===== src/rtl/fm_dac_mux_if.sv =====
// Bus bundle for the FM DAC multiplex transmitter: frame load side plus serial DAC outputs.
// master = frame source / receiver side, slave = fm_dac_mux.
interface fm_dac_mux_if;
    logic        ce;
    logic        mute;
    logic [53:0] ch_data;
    logic [5:0]  pan_l;
    logic [5:0]  pan_r;
    logic        dac_en;
    logic [7:0]  dac_data;
    logic        load;
    logic        ready;
    logic        fm_clk1;
    logic        fm_sel23;
    logic [8:0]  MOL;
    logic [8:0]  MOR;
    logic [9:0]  MOL_2612;
    logic [9:0]  MOR_2612;
    logic        frame_start;

    modport master (
        output ce, mute, ch_data, pan_l, pan_r, dac_en, dac_data, load,
        input  ready, fm_clk1, fm_sel23, MOL, MOR, MOL_2612, MOR_2612, frame_start
    );

    modport slave (
        input  ce, mute, ch_data, pan_l, pan_r, dac_en, dac_data, load,
        output ready, fm_clk1, fm_sel23, MOL, MOR, MOL_2612, MOR_2612, frame_start
    );
endinterface


===== src/rtl/fm_dac_mux.sv =====
// Serialises six FM channel samples onto MOL/MOR in YM2612 slot order 1,5,3,2,6,4.
// Latency: a loaded frame is committed at the next slot-0 entry; outputs change only on fm_clk1 rise.
// Backpressure: none; ready is advisory and a load while a frame is pending overwrites it.
module fm_dac_mux #(
    parameter int HALF = 3
) (
    input  logic        clk,
    input  logic        reset,
    fm_dac_mux_if.slave bus
);
    localparam int DW = $clog2(HALF);
    localparam logic [DW-1:0] DIV_LAST = DW'(HALF - 1);

    typedef struct packed {
        logic [53:0] ch;
        logic [5:0]  pan_l;
        logic [5:0]  pan_r;
        logic        dac_en;
        logic [7:0]  dac_data;
    } frame_t;

    logic [DW-1:0] div_cnt;
    logic          clk1_q;
    logic [2:0]    slot_q;
    frame_t        act_q;
    frame_t        pend_q;
    logic          pend_vld_q;
    logic          ready_q;
    logic          sel_q;
    logic          fs_q;
    logic [8:0]    mol_q;
    logic [8:0]    mor_q;
    logic [9:0]    mol26_q;
    logic [9:0]    mor26_q;

    logic          tick;
    logic          advance;
    logic [2:0]    slot_nxt;
    logic          commit;
    logic          pend_vld_nxt;
    frame_t        src;
    frame_t        load_dat;
    logic [8:0]    raw;
    logic          pl_b;
    logic          pr_b;
    logic          is_ch6;
    logic [8:0]    s;
    logic [8:0]    l_s;
    logic [8:0]    r_s;

    assign tick     = bus.ce && (div_cnt == DIV_LAST);
    assign advance  = tick && !clk1_q;
    assign slot_nxt = (slot_q == 3'd5) ? 3'd0 : slot_q + 3'd1;
    assign commit   = advance && (slot_nxt == 3'd0) && pend_vld_q;

    // A load on the commit edge must not leak into the committing frame, so the
    // commit always takes the registered pending copy and the new load stays pending.
    assign pend_vld_nxt = bus.load ? 1'b1 : (commit ? 1'b0 : pend_vld_q);
    assign src          = commit ? pend_q : act_q;

    assign load_dat.ch       = bus.ch_data;
    assign load_dat.pan_l    = bus.pan_l;
    assign load_dat.pan_r    = bus.pan_r;
    assign load_dat.dac_en   = bus.dac_en;
    assign load_dat.dac_data = bus.dac_data;

    always_comb begin
        raw    = src.ch[35:27];
        pl_b   = src.pan_l[3];
        pr_b   = src.pan_r[3];
        is_ch6 = 1'b0;
        case (slot_nxt)
            3'd0: begin raw = src.ch[8:0];   pl_b = src.pan_l[0]; pr_b = src.pan_r[0]; end
            3'd1: begin raw = src.ch[44:36]; pl_b = src.pan_l[4]; pr_b = src.pan_r[4]; end
            3'd2: begin raw = src.ch[26:18]; pl_b = src.pan_l[2]; pr_b = src.pan_r[2]; end
            3'd3: begin raw = src.ch[17:9];  pl_b = src.pan_l[1]; pr_b = src.pan_r[1]; end
            3'd4: begin
                raw    = src.ch[53:45];
                pl_b   = src.pan_l[5];
                pr_b   = src.pan_r[5];
                is_ch6 = 1'b1;
            end
            default: ;
        endcase
    end

    // DAC sample is unsigned with 0x80 as zero; flipping the MSB makes it signed, then scale x2.
    assign s   = (is_ch6 && src.dac_en) ? {~src.dac_data[7], src.dac_data[6:0], 1'b0} : raw;
    assign l_s = (pl_b && !bus.mute) ? s : 9'd0;
    assign r_s = (pr_b && !bus.mute) ? s : 9'd0;

    always_ff @(posedge clk or posedge reset) begin
        if (reset) begin
            div_cnt    <= '0;
            clk1_q     <= 1'b0;
            slot_q     <= 3'd5;
            act_q      <= '0;
            pend_q     <= '0;
            pend_vld_q <= 1'b0;
            ready_q    <= 1'b1;
            sel_q      <= 1'b0;
            fs_q       <= 1'b0;
            mol_q      <= 9'h100;
            mor_q      <= 9'h100;
            mol26_q    <= '0;
            mor26_q    <= '0;
        end else begin
            fs_q       <= 1'b0;
            pend_vld_q <= pend_vld_nxt;
            ready_q    <= ~pend_vld_nxt;
            if (bus.load) begin
                pend_q <= load_dat;
            end
            if (bus.ce) begin
                if (tick) begin
                    div_cnt <= '0;
                    clk1_q  <= ~clk1_q;
                end else begin
                    div_cnt <= div_cnt + DW'(1);
                end
            end
            if (advance) begin
                slot_q  <= slot_nxt;
                sel_q   <= (slot_nxt == 3'd5);
                fs_q    <= (slot_nxt == 3'd0);
                mol_q   <= {~l_s[8], l_s[7:0]};
                mor_q   <= {~r_s[8], r_s[7:0]};
                mol26_q <= {l_s[8], l_s};
                mor26_q <= {r_s[8], r_s};
                if (commit) begin
                    act_q <= pend_q;
                end
            end
        end
    end

    assign bus.ready       = ready_q;
    assign bus.fm_clk1     = clk1_q;
    assign bus.fm_sel23    = sel_q;
    assign bus.frame_start = fs_q;
    assign bus.MOL         = mol_q;
    assign bus.MOR         = mor_q;
    assign bus.MOL_2612    = mol26_q;
    assign bus.MOR_2612    = mor26_q;
endmodule


===== src/flat_wrapper.sv =====
// flat-port wrapper written by rule: the top's interface ports become plain ports
module fm_dac_mux_flat 
#(
    parameter int HALF = 3
)
  (clk, reset, bus_ce, bus_mute, bus_ch_data, bus_pan_l, bus_pan_r, bus_dac_en, bus_dac_data, bus_load, bus_ready, bus_fm_clk1, bus_fm_sel23, bus_MOL, bus_MOR, bus_MOL_2612, bus_MOR_2612, bus_frame_start);
  fm_dac_mux_if bus_i ();
  input  logic clk;
  input  logic reset;
  input wire logic [$bits(bus_i.ce)-1:0] bus_ce;
  input wire logic [$bits(bus_i.mute)-1:0] bus_mute;
  input wire logic [$bits(bus_i.ch_data)-1:0] bus_ch_data;
  input wire logic [$bits(bus_i.pan_l)-1:0] bus_pan_l;
  input wire logic [$bits(bus_i.pan_r)-1:0] bus_pan_r;
  input wire logic [$bits(bus_i.dac_en)-1:0] bus_dac_en;
  input wire logic [$bits(bus_i.dac_data)-1:0] bus_dac_data;
  input wire logic [$bits(bus_i.load)-1:0] bus_load;
  output wire logic [$bits(bus_i.ready)-1:0] bus_ready;
  output wire logic [$bits(bus_i.fm_clk1)-1:0] bus_fm_clk1;
  output wire logic [$bits(bus_i.fm_sel23)-1:0] bus_fm_sel23;
  output wire logic [$bits(bus_i.MOL)-1:0] bus_MOL;
  output wire logic [$bits(bus_i.MOR)-1:0] bus_MOR;
  output wire logic [$bits(bus_i.MOL_2612)-1:0] bus_MOL_2612;
  output wire logic [$bits(bus_i.MOR_2612)-1:0] bus_MOR_2612;
  output wire logic [$bits(bus_i.frame_start)-1:0] bus_frame_start;
  assign bus_i.ce = bus_ce;
  assign bus_i.mute = bus_mute;
  assign bus_i.ch_data = bus_ch_data;
  assign bus_i.pan_l = bus_pan_l;
  assign bus_i.pan_r = bus_pan_r;
  assign bus_i.dac_en = bus_dac_en;
  assign bus_i.dac_data = bus_dac_data;
  assign bus_i.load = bus_load;
  assign bus_ready = bus_i.ready;
  assign bus_fm_clk1 = bus_i.fm_clk1;
  assign bus_fm_sel23 = bus_i.fm_sel23;
  assign bus_MOL = bus_i.MOL;
  assign bus_MOR = bus_i.MOR;
  assign bus_MOL_2612 = bus_i.MOL_2612;
  assign bus_MOR_2612 = bus_i.MOR_2612;
  assign bus_frame_start = bus_i.frame_start;
  fm_dac_mux #(.HALF(HALF)) u_core (.clk(clk), .reset(reset), .bus(bus_i));
endmodule

===== config.mk =====
export PLATFORM = sky130hd
export DESIGN_NAME = fm_dac_mux_flat
export DESIGN_NICKNAME = d
export VERILOG_FILES = /design/src/rtl/fm_dac_mux_if.sv /design/src/rtl/fm_dac_mux.sv /design/src/flat_wrapper.sv
export SDC_FILE = /design/constraint.sdc
export NUM_CORES = 1
export LEC_CHECK = 0
export ABC_AREA = 1
export BUFFER_PORTS_ARGS = -buffer_cell sky130_fd_sc_hd__buf_2
export CAP_MARGIN = 20
export CELL_PAD_IN_SITES_DETAIL_PLACEMENT = 1
export CELL_PAD_IN_SITES_GLOBAL_PLACEMENT = 1
export CORE_MARGIN = 8
export CORE_UTILIZATION = 38
export CTS_CLUSTER_SIZE = 16
export DETAILED_ROUTE_END_ITERATION = 12
export PLACE_DENSITY = 0.8
export SLEW_MARGIN = 10
export SYNTH_ARGS = -nofsm -noshare
export SYNTH_HDL_FRONTEND = slang
export SYNTH_SLANG_ARGS = --single-unit

===== constraint.sdc =====
create_clock -name clk -period 6.6 [get_ports clk]
set_clock_uncertainty 0.1 [all_clocks]
set_input_delay 1.32 -clock clk [delete_from_list [all_inputs] [get_ports clk]]
set_output_delay 1.32 -clock clk [all_outputs]
set_load 0.01 [all_outputs]

# ---- Yosys cells after proc, flatten, opt, wreduce, memory -nomap -nowiden
# Index checks and enable logic that the tools add are counted.
dict set report word_totals {
  out_inout_bits 42
  elab_cells 59
  in_bits 80
  register_bits 196
}
dict set report op_classes {
  add_sub_neg 2
  n_eq_ne 7
  n_bitwise 5
  n_mux 13
  reduce_logical 11
}
# cell n
set ops {}
lappend ops {{75-bit 2-to-1 mux} 1}
lappend ops {{9-bit case mux with 5 select lines} 1}
lappend ops {{9-bit 2-to-1 mux} 3}
lappend ops {{1-bit case mux with 5 select lines} 2}
lappend ops {{3-bit == test, second input constant} 3}
lappend ops {{1-bit logical AND} 7}
lappend ops {{3-bit by 2-bit == test with 1-bit output, second input constant} 2}
lappend ops {{1-bit inverter} 5}
lappend ops {{1-bit 2-to-1 mux} 4}
lappend ops {{3-bit by 1-bit adder with 3-bit output, second input constant} 1}
lappend ops {{3-bit by 1-bit == test with 1-bit output, second input constant} 1}
lappend ops {{3-bit zero test} 1}
lappend ops {{3-bit 2-to-1 mux} 1}
lappend ops {{2-bit by 1-bit adder with 2-bit output, second input constant} 1}
lappend ops {{2-bit == test, second input constant} 1}
lappend ops {{1-bit zero test} 2}
lappend ops {{2-bit 2-to-1 mux} 1}
lappend ops {{2-bit AND reduction} 1}

# ---- Depth between registers and ports, before layout
dict set report logic_depth {
  depth_word 10
  depth_mapped 15
  mapped_depth_nobuf 14
}

# ---- Least setup slack after synthesis
# Ideal clock, no wire load.
dict set report synth_path {
  kind {in2reg}
  from {input port bus_ce}
  to {register u_core.mol26_q[1], in the netlist u_core.bus.MOL_2612[1]}
  setup_time_ns 0.116
  path_stages 14
  required_time_ns 6.384
  path_slack_ns 3.887
  path_buffers 2
  arrival_ns 2.497
  cell_sequence {nand3_2 -> nor2_4 -> nand3_4 -> buf_6 -> buf_2 -> nand2_1 -> o21a_1 -> nand2_1 -> nand2_1 -> inv_1 -> nand2_1 -> nand2_1 -> nand2_1 -> nand2_1}
}
dict set report synth_between {
  elab_chain_len 8
  elab_cells_between_ends 11
  classes_between {5 x mux; 6 x reduce/logical}
}
# element line_no
set synth_lines {}
lappend synth_lines {{start: declaration} flat_wrapper.sv:10} ;# input wire logic [$bits(bus_i.ce)-1:0] bus_ce;
lappend synth_lines {{1-bit logical AND (*)} fm_dac_mux.sv:51} ;# assign tick = bus.ce && (div_cnt == DIV_LAST);
lappend synth_lines {{1-bit logical AND (*)} fm_dac_mux.sv:52} ;# assign advance = tick && !clk1_q;
lappend synth_lines {{1-bit logical AND (2 in series)} fm_dac_mux.sv:54} ;# assign commit = advance && (slot_nxt == 3'd0) && pend_vld_q;
lappend synth_lines {{75-bit 2-to-1 mux} -}
lappend synth_lines {{9-bit case mux with 5 select lines, or another cell as far along} fm_dac_mux.sv:72} ;# case (slot_nxt)
lappend synth_lines {{9-bit 2-to-1 mux or 1-bit logical AND (tied branches)} {fm_dac_mux.sv:88, fm_dac_mux.sv:89}}
lappend synth_lines {{9-bit 2-to-1 mux} fm_dac_mux.sv:89} ;# assign l_s = (pl_b && !bus.mute) ? s : 9'd0;
lappend synth_lines {{end signal: assignment} fm_dac_mux.sv:128} ;# mol26_q <= {l_s[8], l_s};
lappend synth_lines {{end: declaration} fm_dac_mux.sv:33} ;# logic [9:0] mol26_q;
# Mark *: on every way between the ends. The rest lies on a longest branch, timed or not.
# A chain may end at the register's enable or synchronous reset.

# ---- Worst setup path in the final report
dict set report layout_path {
  from {register u_core.slot_q[2]}
  to {register u_core.mor26_q[5], in the netlist u_core.bus.MOR_2612[5]}
}
dict set report layout_between {
  elab_chain_len 9
  elab_cells_between_ends 18
  classes_between {1 x add/sub; 5 x eq/ne; 7 x mux; 5 x reduce/logical}
}
# element line_no
set layout_lines {}
lappend layout_lines {{start: declaration} fm_dac_mux.sv:24} ;# logic [2:0] slot_q;
lappend layout_lines {{start signal: assignment} fm_dac_mux.sv:123} ;# slot_q <= slot_nxt;
lappend layout_lines {{3-bit by 1-bit adder with 3-bit output or 3-bit == test (tied branches)} fm_dac_mux.sv:53} ;# assign slot_nxt = (slot_q == 3'd5) ? 3'd0 : slot_q + 3'd1;
lappend layout_lines {{3-bit 2-to-1 mux (*)} fm_dac_mux.sv:53}
lappend layout_lines {{3-bit zero test} {fm_dac_mux.sv:54, fm_dac_mux.sv:72}}
lappend layout_lines {{1-bit logical AND (2 in series)} fm_dac_mux.sv:54}
lappend layout_lines {{75-bit 2-to-1 mux} -}
lappend layout_lines {{9-bit case mux with 5 select lines, or another cell as far along} fm_dac_mux.sv:72}
lappend layout_lines {{9-bit 2-to-1 mux or 1-bit logical AND (tied branches)} {fm_dac_mux.sv:88, fm_dac_mux.sv:90}}
lappend layout_lines {{9-bit 2-to-1 mux (*)} fm_dac_mux.sv:90} ;# assign r_s = (pr_b && !bus.mute) ? s : 9'd0;
lappend layout_lines {{end signal: assignment} fm_dac_mux.sv:129} ;# mor26_q <= {r_s[8], r_s};
lappend layout_lines {{end: declaration} fm_dac_mux.sv:34} ;# logic [9:0] mor26_q;
# Marks and branches as above.

==> flow_summary.json <==
{
  "status": "finished clean",
  "grt_pass1_vias": 7195,
  "first_iter_violations": 303,
  "cts_max_level": 4,
  "p_sw_share_pct": 37.0,
  "cts_buffers": 17,
  "path_buf_inv": 5,
  "row_count": 53,
  "syn_avg_cell_area_um2": 8.18,
  "grt_max_degree": 76,
  "cts_resized": 0,
  "endpoint_kind": "register",
  "placeableCoreArea_mm2": 0.0210,
  "hold_class": "reg -> reg",
  "clock_latency_ns": 0.44,
  "slowest_delay_ns": 0.61,
  "vias_per_cell": 4.77,
  "die_y_um": 162,
  "fillCellCount": 2574,
  "grt_pass1_wl_mm": 37.1,
  "maxCapViolCount": 0,
  "grt.overflow.total": 0,
  "path_class": "reg -> reg",
  "slew_violations": 0,
  "routed_wl_mm": 22.3,
  "ys_seq_elements": 180,
  "preCtsSetupSlack_ns": 2.80,
  "clockPowerShare_pct": 26.7,
  "critical_path_depth": 14,
  "synth.area.top_cells": "dfrtp_1, nand2_1, inv_1",
  "drt_drc_violations_left": 0,
  "crit_family": "buffers and inverters",
  "ir_drop_mv": 0.213,
  "holdPathStages": 2,
  "layout_common_cells": "nand2_1, dfrtp_1, inv_1",
  "fin_nets": 1160,
  "start_kind": "register",
  "p_sw_w": 0.00140,
  "p_int_w": 0.00238,
  "min_to": "u_core.pend_q[32]",
  "crit_chain": "nand2_1, inv_1, buf_4, nand3_4, buf_4, o21ai_0, nand2_1, nand2_1, inv_1, nand3_1, nand2_1, inv_1, nand2_1, nand2_1",
  "setup_viol": 0,
  "required_ns": 6.87,
  "die_area_mm2": 0.0263,
  "antennaDiodeCount": 0,
  "seq_area_frac_synth_pct": 55.5,
  "io_pins": 122,
  "areaGrowthSynthToFinish_pct": 15.7,
  "clock_path_buffers": 2,
  "post_cts_buffers": 0,
  "rsz0062_at_grt": "false",
  "syn_area_mm2": 0.00813,
  "fin_crit_sh_pct": 53.2,
  "cts_tree": "built",
  "r2r-start": "u_core.slot_q[2]",
  "yosys.area.top_type_share_pct": 53.9,
  "rrSetupSlack_ns": 3.09,
  "period_minus_slack_ns": 3.51,
  "layout_setup_ws_ns": 3.09,
  "synth_cell_types": 31,
  "cpMostUsedCell": "nand2_1",
  "r2r_end": "u_core.bus.MOR_2612[5]",
  "root_buffer": "clkbuf_16",
  "ant_nets": 0,
  "antenna_found_initial": 0,
  "ctsHoldBuffers": 0,
  "r2r_cells": 14,
  "seq_power_share_pct": 40.6,
  "cts.sinks": 180,
  "syn_nets": 1073,
  "tightest_slew_ns": 0.892,
  "avgRoutedWirePerCell_um": 16.3,
  "start_util_pct": 38.7,
  "p_leak_nw": 5.05,
  "crit_fanout": 59,
  "synth_top_area_cell": "dfrtp_1",
  "hp-start": "u_core.pend_q[32]",
  "syn_inst": 993,
  "place_congestion": 0.776,
  "via_count": 6531,
  "worst_path_max_delay_cell": "dfstp_2",
  "powerDensity_mw_per_mm2": 402,
  "hpwlAfterDp_mm": 15.6,
  "ys_warn_count": 0,
  "worst_ep_arrival_time_ns": 3.78,
  "hold_violations": 0,
  "drive_gt1_share_pct": 16.5,
  "relSlewSlack_pct": 40.5,
  "grt_usage_pct": 17.6,
  "port-buffer-count": 121,
  "layout_commonest_cell": "nand2_1",
  "tns_ns": 0,
  "clkSlewWorstSetupHoldPaths_ns": 0.07,
  "share_comb_of_total_power_pct": 32.8,
  "first_pass_iters": 5,
  "max_freq_ghz": 0.285,
  "die_x_um": 162
}
## area by class of cell
class                           count  area [um2]  share of cell area [%]
Sequential cell                   180        4510                    48.0
Clock buffer                       18         429                    4.56
Timing Repair Buffer              132         691                    7.35
Tap cell                          275         344                    3.66
Inverter                          169         639                    6.80
Clock inverter                     14         154                    1.64
Multi-Input combinational cell    580        2630                    28.0
## synth_stat cells
cell type / number
o22ai_1: 1
o211ai_2: 1
nand2_2: 1
clkinv_1: 3
nand2_1: 301
nor2_2: 2
inv_1: 164
clkbuf_1: 25
nand3_2: 1
inv_2: 2
o21ai_2: 1
dfstp_2: 5
o21a_1: 3
and2_1: 34
nand3_1: 45
buf_4: 19
buf_1: 1
o2111ai_1: 1
o211ai_1: 1
o21ai_0: 95
dfrtp_1: 175
nand3_4: 1
a21oi_1: 3
buf_2: 17
nor3_1: 1
o21ai_1: 15
buf_6: 2
nor2_1: 34
nand4_1: 36
nand3b_1: 1
nor2_4: 2
## worst reg2reg max path: stages (launching register included)
cell     delay [ns]
dfstp_2        0.61
nand2_1        0.11
inv_1          0.07
buf_4          0.45
nand3_4        0.59
buf_4          0.58
o21ai_0        0.32
nand2_1        0.08
nand2_1        0.08
inv_1          0.06
nand3_1        0.12
nand2_1        0.09
inv_1          0.07
nand2_1        0.05
nand2_1        0.06
## per-layer routing
| metal | track usage [%] | vias to the layer above | share of wire [%] |
|---|---|---|---|
| li1 | - | 3196 | - |
| met1 | 21.1 | 3214 | 43 |
| met2 | 31.1 | 97 | 52 |
| met3 | 3.47 | 24 | 3.1 |
| met4 | 5.93 | 0 | 1.9 |
| met5 | 0 | - | 0 |
## flip-flops by register name, summed over array words and instances, names as in the netlist, 2 cells and up
register / cells
u_core.act_q: 75
u_core.bus.MOR_2612: 9
u_core.slot_q: 3
u_core.pend_q: 75
u_core.bus.MOL_2612: 9
u_core.div_cnt: 2
## metrics by stage
stage               area, um2  utilization (%)  std cells  power (W)  hold slack (ns)
CTS                      9390             44.7       1367    0.00382            0.375
finish                   9400             44.7       1368    0.00378            0.375
global placement         8810             41.9       1335    0.00272            0.355
detailed placement       8810             41.9       1335    0.00279            0.358
global route             9400             44.7       1368    0.00405            0.400
floorplan                8130                -        993    0.00241            0.337
## power by group through the flow
stage,logic [W],registers [W],clock network [W]
final,0.00124,0.00153,0.00101
after detailed placement,0.00124,0.00155,0
after CTS,0.00126,0.00153,0.00103
after floorplan,0.000874,0.00153,0
after global placement,0.00119,0.00154,0
after global routing,0.00142,0.00156,0.00107
## logic make-up (layout without fill, tap and decap cells)
family | Yosys count | after routing | synth area share, %
buf+inv | 233 | 333 | 12.1
flops | 180 | 180 | 55.5
simple gates | 459 | 459 | 24.6
compound gates | 121 | 121 | 7.78
## worst max path at each step
stage,from,end,slack [ns]
4_1_cts,u_core.slot_q[0],u_core.bus.MOR_2612[5],3.09
3_3_place_gp,bus_ce,u_core.bus.MOR_2612[5],2.90
3_5_place_dp,bus_ce,u_core.bus.MOR_2612[5],2.80
6_report,u_core.slot_q[2],u_core.bus.MOR_2612[5],3.09
5_1_grt,u_core.slot_q[0],u_core.bus.MOL_2612[5],2.76
2_1_floorplan,reset,u_core.act_q[0],0.30
Power figures use the tool's default switching activity.
